===== src/rtl/rx_uart.sv =====
`timescale 1ns/1ps
// rtl/rx_uart.sv - UART receiver: 2-flop input synchroniser, 16x oversampling FSM, FWFT byte FIFO
// with sticky overrun/framing flags and a baud-divisor config register.
module rx_uart #(
  parameter int unsigned FIFO_DEPTH      = 8,
  parameter logic [7:0]  DEFAULT_DIVISOR = 8'd3
) (
  input  logic       clk,
  input  logic       rst,
  input  logic       rx_line,
  input  logic [7:0] config_data,
  input  logic       config_enable,
  input  logic       read_enable,
  output logic [7:0] read_data,
  output logic       data_valid,
  output logic       overrun,
  output logic       framing_error
);
  localparam int unsigned AW = $clog2(FIFO_DEPTH);
  localparam logic [AW:0] FULL_CNT = (AW+1)'(FIFO_DEPTH);

  typedef enum logic [1:0] {IDLE, START, DATA, STOP} state_e;

  state_e        state_q;
  logic          sync1_q, sync2_q, rxs_prev_q;
  logic [7:0]    divisor_q, prescaler_q, shift_q;
  logic [3:0]    tick_cnt_q;
  logic [2:0]    bit_idx_q;
  logic [7:0]    mem_q [FIFO_DEPTH];
  logic [AW-1:0] wr_ptr_q, rd_ptr_q;
  logic [AW:0]   count_q, count_d;
  logic          overrun_q, framing_error_q;

  logic rxs, tick, stop_sample, fifo_empty, fifo_full;
  logic push_req, push, pop, drop, frame_err;

  assign rxs         = sync2_q;
  assign tick        = (prescaler_q == divisor_q);
  assign stop_sample = (state_q == STOP) && tick && (tick_cnt_q == 4'd15);
  assign fifo_empty  = (count_q == '0);
  assign fifo_full   = (count_q == FULL_CNT);
  assign pop         = read_enable && !fifo_empty;
  assign push_req    = stop_sample && rxs && !config_enable;
  assign push        = push_req && (!fifo_full || pop);
  assign drop        = push_req && fifo_full && !pop;
  assign frame_err   = stop_sample && !rxs;

  assign read_data     = fifo_empty ? 8'h00 : mem_q[rd_ptr_q];
  assign data_valid    = !fifo_empty;
  assign overrun       = overrun_q;
  assign framing_error = framing_error_q;

  always_ff @(posedge clk) begin
    if (rst) begin
      sync1_q    <= 1'b1;
      sync2_q    <= 1'b1;
      rxs_prev_q <= 1'b1;
    end else begin
      sync1_q    <= rx_line;
      sync2_q    <= sync1_q;
      rxs_prev_q <= sync2_q;
    end
  end

  always_ff @(posedge clk) begin
    if (rst) begin
      state_q     <= IDLE;
      divisor_q   <= DEFAULT_DIVISOR;
      prescaler_q <= '0;
      tick_cnt_q  <= '0;
      bit_idx_q   <= '0;
      shift_q     <= '0;
    end else if (config_enable) begin
      divisor_q   <= config_data;
      state_q     <= IDLE;
      prescaler_q <= '0;
    end else begin
      prescaler_q <= tick ? 8'd0 : prescaler_q + 8'd1;
      case (state_q)
        IDLE: begin
          // Restart the bit clock so the 8th tick lands mid start bit.
          if (rxs_prev_q && !rxs) begin
            state_q     <= START;
            prescaler_q <= '0;
            tick_cnt_q  <= '0;
          end
        end
        START: begin
          if (tick) begin
            if (tick_cnt_q == 4'd7) begin
              if (!rxs) begin
                state_q    <= DATA;
                tick_cnt_q <= '0;
                bit_idx_q  <= '0;
              end else begin
                state_q <= IDLE;
              end
            end else begin
              tick_cnt_q <= tick_cnt_q + 4'd1;
            end
          end
        end
        DATA: begin
          if (tick) begin
            tick_cnt_q <= tick_cnt_q + 4'd1;
            if (tick_cnt_q == 4'd15) begin
              shift_q   <= {rxs, shift_q[7:1]};
              bit_idx_q <= bit_idx_q + 3'd1;
              if (bit_idx_q == 3'd7) state_q <= STOP;
            end
          end
        end
        STOP: begin
          if (tick) begin
            tick_cnt_q <= tick_cnt_q + 4'd1;
            if (tick_cnt_q == 4'd15) state_q <= IDLE;
          end
        end
        default: state_q <= IDLE;
      endcase
    end
  end

  always_comb begin
    count_d = count_q;
    if (push && !pop)      count_d = count_q + 1'b1;
    else if (pop && !push) count_d = count_q - 1'b1;
  end

  always_ff @(posedge clk) begin
    if (rst) begin
      wr_ptr_q        <= '0;
      rd_ptr_q        <= '0;
      count_q         <= '0;
      overrun_q       <= 1'b0;
      framing_error_q <= 1'b0;
    end else begin
      if (push) wr_ptr_q <= wr_ptr_q + 1'b1;
      if (pop)  rd_ptr_q <= rd_ptr_q + 1'b1;
      count_q <= count_d;
      if (config_enable) begin
        overrun_q       <= 1'b0;
        framing_error_q <= 1'b0;
      end else begin
        if (drop)      overrun_q       <= 1'b1;
        if (frame_err) framing_error_q <= 1'b1;
      end
    end
  end

  always_ff @(posedge clk) begin
    if (push) mem_q[wr_ptr_q] <= shift_q;
  end

endmodule


===== config.mk =====
export PLATFORM = sky130hd
export DESIGN_NAME = rx_uart
export DESIGN_NICKNAME = d
export VERILOG_FILES = /design/src/rtl/rx_uart.sv
export SDC_FILE = /design/constraint.sdc
export NUM_CORES = 1
export LEC_CHECK = 0
export BUFFER_PORTS_ARGS = -buffer_cell sky130_fd_sc_hd__buf_2
export CAP_MARGIN = 10
export CORE_AREA = 2 2 113 115
export CTS_BUF_LIST = sky130_fd_sc_hd__clkbuf_16
export DETAILED_ROUTE_END_ITERATION = 12
export DIE_AREA = 0 0 115 117
export PLACE_DENSITY = 0.62
export RECOVER_POWER = 25
export SLEW_MARGIN = 20
export SYNTH_ARGS = -nofsm -noshare
export SYNTH_HDL_FRONTEND = slang
export SYNTH_SLANG_ARGS = --single-unit

===== constraint.sdc =====
create_clock -name clk -period 9.6 [get_ports clk]
set_input_delay 2.88 -clock clk [delete_from_list [all_inputs] [get_ports clk]]
set_output_delay 2.88 -clock clk [all_outputs]
set_load 0.1 [all_outputs]

# ---- Word level (Yosys, flattened, before mapping)
# Memories as Yosys holds them, arrays and structs flattened. A register that Yosys moved wholly into a read port is not among the register bits.
# Cells that the tools add are included.
dict set report op_classes {
  n_eq_ne 19
  muxes 32
  addsub 7
  n_reduce_logical 29
  n_bitwise 1
}
# operator count
set ops {}
lappend ops {{$mux W8} 4}
lappend ops {{$mux W4} 7}
lappend ops {{$mux W3} 7}
lappend ops {{$mux W2} 9}
lappend ops {{$ne A2 B2 Y1 const B} 8}
lappend ops {{$logic_and A1 B1 Y1} 12}
lappend ops {{$pmux W4 S3} 1}
lappend ops {{$add A3 B1 Y3 const B} 3}
lappend ops {{$add A4 B1 Y4 const B} 2}
lappend ops {{$add A8 B1 Y8 const B} 1}
lappend ops {{$eq A4 B4 Y1 const B} 2}
lappend ops {{$eq A8 B8 Y1} 1}
lappend ops {{$pmux W2 S4} 1}
lappend ops {{$reduce_and A8 Y1} 1}
lappend ops {{$reduce_and A7 Y1} 1}
lappend ops {{$logic_not A1 Y1} 6}
lappend ops {{$pmux W3 S2} 1}
lappend ops {{$reduce_and A5 Y1} 1}
lappend ops {{$eq A2 B2 Y1 const B} 2}
lappend ops {{$eq A4 B3 Y1 const B} 1}
lappend ops {{$logic_not A4 Y1} 1}
lappend ops {{$ne A2 B1 Y1 const B} 2}
lappend ops {{$reduce_and A4 Y1} 1}
lappend ops {{$reduce_bool A2 Y1} 2}
lappend ops {{9 further kinds} 11}
dict set report totals {
  ram_bits 64
  elab_cells 103
  mem_count 1
  reg_bits 48
  input_bits 13
  out_inout_bits 11
}
# memory words width rd rd_ports_with_merged_regs write_ports line_no
set mem_list {}
lappend mem_list {mem_q 8 8 1 1 1 29} ;# logic [7:0] mem_q [FIFO_DEPTH];

# ---- Longest topological paths before layout
dict set report logic_depth {
  word_depth 10
  ltp_mapped 14
  ltp_nobuf 14
}

# ---- Worst setup path before layout
# Ideal clock, no wire load.
dict set report synth_timing {
  kind {register to output}
  startpoint {reg with a tool-made name}
  endpoint {out read_data[5]}
  n_path_buf 2
  path_slack_ps 4256
  arrival_time_ps 2464
  path_stages_with_launch 6
  cell_sequence {dfxtp_1 -> clkbuf_1 -> clkbuf_1 -> mux4_2 -> mux2i_1 -> nor2_1}
}
# item line_no
set synth_lines {}
lappend synth_lines {{end, declared} 14} ;# output logic [7:0] read_data,

==> qor.txt <==
hold_sp -> sync1_q
r2r endpoint -> count_q[3]
slowest stage delay, CP -> 0.91 ns
Hold Buf Count CTS -> 0
H-tree level count -> 4
Synth Area per Inst -> 13.4 um2
Synth Register Bits -> 115
# rows -> 41
register area -> 2940 um2
max-cap violation count -> 0
nets -> 418
Clock Skews -> 0.0146 ns
Final Slew Violations -> 0
die area -> 13500 um2
layout cells sized above 1 -> 0.226
Tightest Pin Transition -> 0.909 ns
overflow left after global routing -> 0
reg-to-reg critical path startpoint -> tick_cnt_q[0]
DRT Pass-1 Iters -> 4
register area share after synthesis -> 0.610
delay-heaviest family, CP -> flip-flops
unrepaired setup endpoints after global routing -> false
area grow syn2layout -> 17.6%
Mapped Area -> 4830 um2
pwr dens -> 196 nW/um2
Remaining DRCs -> 0
P_leak -> 2.28 nW
synth unique cells -> 54
die width -> 115 um
largest net degree at the start of global routing -> 42
Synth Instances -> 361
Die Y -> 117 um
first-pass GRT wire length -> 14.6 mm
CTS-repair resized insts -> 0
core area -> 12300 um2
CP required -> 6.72 ns
CTS tree -> done
via count -> 2881
Peak supply drop -> 0.115 mV
WHS Path Cells -> 1
WL per Instance -> 16.3 um
synthesized net count -> 384
drt total wl -> 9.07 mm
Worst-Skew Late Latency -> 0.41 ns
Slowest-stage cell, CP -> dfxtp_1
PortBufs -> 23
gr usage total -> 0.146
clock sink count -> 115
fmax -> 0.191 GHz
setup_tns -> 0 ns
DP Wirelength -> 5.62 mm
vias in the first global route -> 2824
Hold Vio Cnt, Final -> 0
Final min period -> 5.23 ns
number of flops mapped to enable cells by yosys -> 64
flop2flop setup slack -> 6.54 ns
# IOs -> 24
Setup CP Type -> register to primary output
post-route clock period utilization -> 0.544
worst reg2reg path depth -> 14
Post-CTS Setup Repair Bufs -> 0
startpoint types -> register
most frequent cells in the layout -> 64 x edfxtp_1, 50 x dfxtp_1, 45 x nor2_1, 27 x mux2i_1, 23 x buf_2
Slew HR -> 0.393
initial antenna violation count -> 0
Multi-input gate area -> 1800 um2
Async S/R FF share, synth -> 0
worst hold path type -> register to register
main flop type after synthesis -> edfxtp_1
Clk pin slew, worst setup/hold paths -> 0.06 ns
DR vias/cell -> 5.17
Initial Util -> 0.392
WHS Endpoint -> rxs
Yosys warnings -> 0
Ant. Diodes -> 0
outcome -> completed
CTS Buf Count -> 17
crit end category -> primary output
Crit Path Max Fanout -> 16
Worst EP arrival -> 2.35 ns
clk buf depth -> 2
Finish-stage setup viols -> 0
DRT antenna net count -> 0
initial DRC count -> 145
Root Buffer -> clkbuf_16
gpl congestion -> 0.791
worst-path cell chain -> mux4_2 > mux2i_1 > nor2_1 > buf_2
Worst Path Buf+Inv -> 1
commonest non-fill, non-tap cell in the layout -> edfxtp_1
Filler cells -> 1111
total power -> 1.11 mW
==> per-stage QoR <==
step | area [um2] | worst slack, ns | hold WS (ns) | instances | util
5_1_grt | 5680 | 4.27 | 0.423 | 557 | 0.461
2_1_floorplan | 4830 | 4.26 | 0.389 | 361 | -
3_5_place_dp | 5130 | 4.07 | 0.402 | 526 | 0.417
6_report | 5680 | 4.37 | 0.411 | 557 | 0.461
4_1_cts | 5680 | 4.34 | 0.415 | 557 | 0.461
3_3_place_gp | 5120 | 4.16 | 0.394 | 526 | 0.416
==> report_power, final <==
part	leakage [nW]	switching (mW)	internal, mW	total (mW)
Clock	0.262	0.221	0.351	0.573
Sequential	1.16	0.00276	0.518	0.521
Combinational	0.854	0.0121	0.00796	0.0201
==> cells by family (layout without fill, tap and decap cells) <==
kind of cell	after synthesis	count (layout)	synth area share
flip-flops	115	115	0.610
AND/OR/NAND/NOR	115	115	0.128
multiplexers	43	43	0.131
AO/OA/AOI/OAI	34	34	0.0475
buffers and inverters	24	70	0.0200
XOR/XNOR	20	20	0.0363
adder cells (fa/ha/maj)	10	10	0.0275
==> state kept, by name (all words and copies together), names as in the netlist, named ones only <==
| signal | cells |
|---|---|
| framing_error | 1 |
| state_q | 1 |
| prescaler_q | 8 |
| shift_q | 8 |
| rxs_prev_q | 1 |
| divisor_q | 8 |
| bit_idx_q | 3 |
| wr_ptr_q | 3 |
| count_q | 4 |
| rxs | 1 |
| tick_cnt_q | 4 |
| sync1_q | 1 |
| rd_ptr_q | 3 |
| mem_q | 64 |
| overrun | 1 |
==> cell usage after synthesis, types with 2 or more instances <==
master,n,area (um2)
a211o_1,3,26.3
a21oi_1,9,45.0
and3_1,2,12.5
buf_1,3,11.3
buf_2,2,10.0
clkbuf_1,9,33.8
dfxtp_1,51,1020
edfxtp_1,64,1920
ha_1,9,113
inv_1,9,33.8
mux2i_1,27,270
mux4_2,16,360
nand2_1,11,41.3
nand2b_1,6,37.5
nand3_1,9,45.0
nand3_2,2,20.0
nand3b_1,2,15.0
nor2_1,45,169
nor2b_1,5,31.3
nor3_1,6,30.0
nor3b_1,3,22.5
nor4_1,2,12.5
nor4b_1,2,17.5
o21a_1,2,15.0
o21ai_0,6,30.0
o311a_1,2,20.0
o31ai_1,2,15.0
or2_2,6,37.5
or3_1,3,18.8
xnor2_1,4,35.0
xor2_1,16,140
==> worst max-delay path by stage <==
stage                     depth (start not counted)           from           end
after floorplan                                   5       register  read_data[5]
after global placement                           13  config_enable    count_q[3]
after detailed placement                         13  config_enable    count_q[3]
after CTS                                         4       register  read_data[2]
after global routing                              4       register  read_data[2]
final                                             4       register  read_data[2]
==> final cells by class <==
cell class	instances	share of cell area
clock inverter	14	0.0203
sequential	115	0.519
tap	150	0.0331
clock buffer	17	0.0750
multi-input combinational	222	0.317
inverter	9	0.00595
timing repair buffer	30	0.0295
==> per-layer routing <==
layer | wire (um) | up-vias | GRT usage
li1 | - | 1410 | -
met1 | 4100 | 1409 | 0.178
met2 | 4550 | 52 | 0.247
met3 | 291 | 10 | 0.0335
met4 | 116 | 0 | 0.0723
met5 | 0 | - | 0
==> worst reg2reg max path: stages, from the launching register on <==
cell,delay (ns)
dfxtp_1,0.37
ha_1,0.26
and4_1,0.31
nand3_1,0.16
nor2_1,0.21
nand2_1,0.17
inv_1,0.09
ha_1,0.18
inv_1,0.10
ha_1,0.28
a21o_1,0.18
a21oi_1,0.16
xnor2_1,0.08
or3_1,0.30
a21oi_1,0.14
Power figures use the tool's default switching activity.
